--- config.mk ---
export PLATFORM = sky130hd
export DESIGN_NAME = prbs_predictor
export DESIGN_NICKNAME = d
export VERILOG_FILES = /design/src/rtl/prbs_pkg.sv /design/src/rtl/prbs_predictor.sv
export SDC_FILE = /design/constraint.sdc
export NUM_CORES = 1
export LEC_CHECK = 0
export ABC_AREA = 1
export ABC_CLOCK_PERIOD_IN_PS = 800
export CAP_MARGIN = 20
export CORE_AREA = 3 3 40 42
export CTS_CLUSTER_SIZE = 24
export DETAILED_ROUTE_END_ITERATION = 12
export DIE_AREA = 0 0 43 45
export GPL_ROUTABILITY_DRIVEN = 0
export PLACE_DENSITY_LB_ADDON = 0.08
export SYNTH_ARGS = -nofsm -noshare
export SYNTH_HDL_FRONTEND = slang
export SYNTH_SLANG_ARGS = --single-unit
--- constraint.sdc ---
create_clock -name clk -period 0.8 [get_ports clk]
set_input_delay 0.2 -clock clk [delete_from_list [all_inputs] [get_ports clk]]
set_output_delay 0.2 -clock clk [all_outputs]
set_load 0.05 [all_outputs]
--- src/rtl/prbs_pkg.sv ---
// prbs_pkg: state encodings and shared constants for the PRBS checker.
// Imported by prbs_predictor and prbs_checker.
package prbs_pkg;

    localparam logic [1:0] SEED   = 2'd0;
    localparam logic [1:0] VERIFY = 2'd1;
    localparam logic [1:0] LOCKED = 2'd2;

    // x^4 + x^3 + 1
    localparam logic [3:0] DEF_TAPS = 4'b1100;

    localparam int ERR_CNT_W = 16;

endpackage

--- src/rtl/prbs_predictor.sv ---
// prbs_predictor: shadow LFSR and next-bit prediction.
// The shift source is chosen by the checker FSM (received bit or prediction).
module prbs_predictor
    import prbs_pkg::*;
#(
    parameter int               WIDTH = 4,
    parameter logic [WIDTH-1:0] TAPS  = DEF_TAPS
) (
    input  logic clk,
    input  logic reset,
    input  logic shift_en,
    input  logic use_pred,
    input  logic in_bit,
    output logic p,
    output logic zero
);

    logic [WIDTH-1:0] r_q, r_d;

    assign p    = ^(r_q & TAPS);
    assign zero = (r_q == '0);

    always_comb begin
        r_d = r_q;
        if (shift_en) begin
            r_d = {r_q[WIDTH-2:0], use_pred ? p : in_bit};
        end
    end

    always_ff @(posedge clk or negedge reset) begin
        if (!reset) begin
            r_q <= '0;
        end else begin
            r_q <= r_d;
        end
    end

endmodule

* Word level (Yosys, flattened, before mapping)
Cells that the tools add are included.
Word-level totals: word-level logic and storage cells 4, input port bits 5, register bits after elaboration 4, output and inout port bits 2
Cells by class: reduce and logical (&&, ||, !) cells 2, muxes and demuxes 1
Operator list (number):
- $logic_not 4->1 | 1
- $reduce_xor 4->1 | 1
- $mux 1 | 1

* Longest topological paths before layout
depth after elaboration 2, gate-level depth with buffers 6

* Least setup slack after synthesis
Ideal clock, no wire load.
path type register -> output, from register r_q[2], to output port zero, buffers on the path 0, cell stages (with the launch flop) 5, slack -0.639 ns, data arrival time 1.239 ns, data required time 0.600 ns, path through dfrtp_1 -> inv_1 -> ha_1 -> nand2_1 -> nor2_1
On the way: word-level cells in the longest chain between the ends 1
Ends and longest elaborated chain:
- start, declared | RTL line prbs_predictor.sv:18 | logic [WIDTH-1:0] r_q, r_d;
- start signal, assigned | RTL line prbs_predictor.sv:34 | r_q <= r_d;
- $logic_not 4->1 | RTL line prbs_predictor.sv:21 | assign zero = (r_q == '0);
- end, declared | RTL line prbs_predictor.sv:15 | output logic zero
Every way passes these cells.

* Worst setup path in the final report
Ends and elaborated chain as after synthesis.

==> results.txt <==
status = complete, but fails checks
setup slack on the worst flop-to-flop path = -0.26 ns
Seq/Total Area, Yosys = 0.519
Worst setup SP type = flop
Ports = 7
worst r2r dst = r_q[0]$_DFFE_PN0P_
CP cell instances = inv_2 -> ha_4 -> nand2_4 -> nor2_4 -> buf_12
combinational power share = 0.479
Clock Latency Late Sink = 0.24 ns
Synth Flop Type = dfrtp_1
Post-synth EDFFs = 0
Worst R2R Path Depth = 7
P_int = 654 µW
critical path data required time = 0.60 ns
num rows = 13
drt total wl = 465 µm
CTS tree = yes
clock group share of total power = 0.261
Die Height = 45 µm
initial antenna violation count = 0
Static Leak = 0.000182 µW
DR vias = 188
Post-DRT Antenna Nets = 0
most common cell in the netlist = nand2_1
share of layout cells above drive strength 1 = 0.378
final hold violations = 0
drc violations = 0
Syn Nets = 31
Netlist cell types = 7
Peak VDD IR = 0.792 mV
Avg WL per Cell = 8.94 µm
CTS H-tree lvls = 1
synth top area cells = dfrtp_1 (52%), nand2_1 (16%), inv_1 (14%)
Slew Limit Fails = 0
Max stage delay on crit path = 0.38 ns
Nets = 45
Initial Utilization = 0.150
switch share = 0.344
Reg power frac = 0.260
worst hold margin = 0.173 ns
first-pass GRT wire length = 800 µm
wl on met1 = 186 µm
Crit. Startpoint = r_q[2]$_DFFE_PN0P_
area grow syn2layout = 90.3%
met3 routed WL = 28 µm
post-route setup slack = -0.499 ns
GRT Residual Overflow = 0
critical path class = reg2out
PortBufs = 6
max-cap viol count = 0
die area = 0.00194 mm²
1st-pass router iterations = 1
NetSw = 343 µW
failing checks = setup timing
hpwl dp = 348 µm
fmax = 770 MHz
leading registers by flop count = r_q x4
power per standard cell area = 2720 mW/mm²
clk sink count = 4
fin crit share = 1.62
Yosys top cell by area = dfrtp_1
Tot GR Track Use = 0.0627
vias in the first global route = 210
diodes inserted = 0
Synth top cells by count = nand2_1 (8), inv_1 (7), dfrtp_1 (4), o21ai_0 (3)
Top reg by flops = r_q
Synth Instances = 25
core area = 0.00128 mm²
CTS Buf Count = 3
CTS Hold Bufs = 0
Setup crit end = zero
root buffer cell = clkbuf_4
Horiz. Die Dim = 43 µm
syn_area_per_cell = 7.71 µm²
Slowest cell on crit path = dfrtp_1
Slew HR = 0.842
YS warnings = 0
RSZ-0062 raised after global routing = true
CP arrival = 1.10 ns
CP Capture Type = output port
worst clock skew = 0.00167 ns
vias per cell = 3.62
Tightest Pin Transition = 0.237 ns
Top Metal Used = met3
placed cells = 47
Crit Path Max Fanout = 2
max reg flops = 4
largest net degree at the start of global routing = 9
Max Buffers Root-to-Sink = 2
Final setup viols = 3
Reg2Reg Launch Point = r_q[2]$_DFFE_PN0P_
Hold Path Class = in2async
Detail Route met2 WL = 251 µm
Non-Filler Instances = 52
async set-reset flop share out of synthesis = 1.00
Filler cells = 139
min cycle time layout = 1.30 ns
Seq cells post-synth = 4
Initial DRC Count = 0
Synth top area share = 0.519
Post-Syn Area = 193 µm²
clock slew at reported path FFs = 0.04 ns
fin util = 0.285
==> critical path: cells and delay by family (launching register included) <==
kind,cells,cell delay (ns)
DFF,1,0.38
buffers and inverters,2,0.21
adders and majority gates,1,0.13
and+or+nand+nor,2,0.13
==> cell usage in the layout, fill, tap and decap left out, drive strengths merged <==
| cell | netlist | layout |
|---|---|---|
| o21ai | 3 | 3 |
| dfrtp | 4 | 4 |
| buf | 0 | 5 |
| nand3 | 1 | 1 |
| nor2 | 1 | 1 |
| ha | 1 | 1 |
| clkdlybuf4s50 | 0 | 3 |
| clkbuf | 0 | 3 |
| nand2 | 8 | 8 |
| dlygate4sd2 | 0 | 1 |
| inv | 7 | 7 |
==> metal layers <==
layer	vias up	global-route usage
li1	98	-
met2	4	0.0868
met4	0	0.0723
met5	-	0
met3	0	0.0359
met1	86	0.0608
==> power by group through the flow <==
stage / clock network, µW / logic, µW / registers (µW)
3_5_place_dp: 0 / 417 / 263
6_report: 260 / 477 / 260
2_1_floorplan: 0 / 249 / 260
5_1_grt: 277 / 516 / 264
3_3_place_gp: 0 / 418 / 262
4_1_cts: 272 / 463 / 260
==> cell families after synthesis <==
kind of cell | count (synthesis) | share of synthesized area
fa+ha+maj | 1 | 0.0649
flops | 4 | 0.520
compound gates | 3 | 0.0779
simple gates | 10 | 0.201
buf+inv | 7 | 0.136
==> through the flow <==
stage	total power (µW)	worst slack (ns)	instance area, µm²	TNS [ns]
after floorplan	509	-0.277	215	-0.599
after global placement	680	-0.294	322	-1.60
after detailed placement	680	-0.309	322	-1.66
after CTS	996	-0.515	362	-1.27
after global routing	1060	-0.547	367	-1.41
final	997	-0.499	367	-1.21
==> layout make-up <==
class / instances / area [µm²] / area share
flip-flops and latches: 4 / 100 / 0.273
clock buffers: 3 / 22.5 / 0.0614
inverters: 7 / 26.3 / 0.0717
repair buffers: 9 / 105 / 0.287
multi-input cells: 14 / 93.8 / 0.256
well taps: 15 / 18.8 / 0.0512
==> how the worst min path moves through the flow <==
stage          startpoint                  to  slack, ns  cells after the start
2_1_floorplan       reset  r_q[0]$_DFFE_PN0P_       -0.1                      0
3_3_place_gp        reset  r_q[0]$_DFFE_PN0P_       0.42                      1
3_5_place_dp        reset  r_q[0]$_DFFE_PN0P_       0.42                      1
4_1_cts             reset  r_q[1]$_DFFE_PN0P_       0.17                      1
5_1_grt             reset  r_q[1]$_DFFE_PN0P_       0.19                      1
6_report            reset  r_q[1]$_DFFE_PN0P_       0.17                      1
==> timing repair <==
action / 4_1_cts / 5_1_grt
setup endpoints to repair: 6 / 4
pin swaps: 3 / 1
endpoints found under the hold margin: 0 / 0
setup buffers: 2 / 0
gates resized for setup: 2 / 1
No activity file was read; power rests on OpenSTA's default activity.
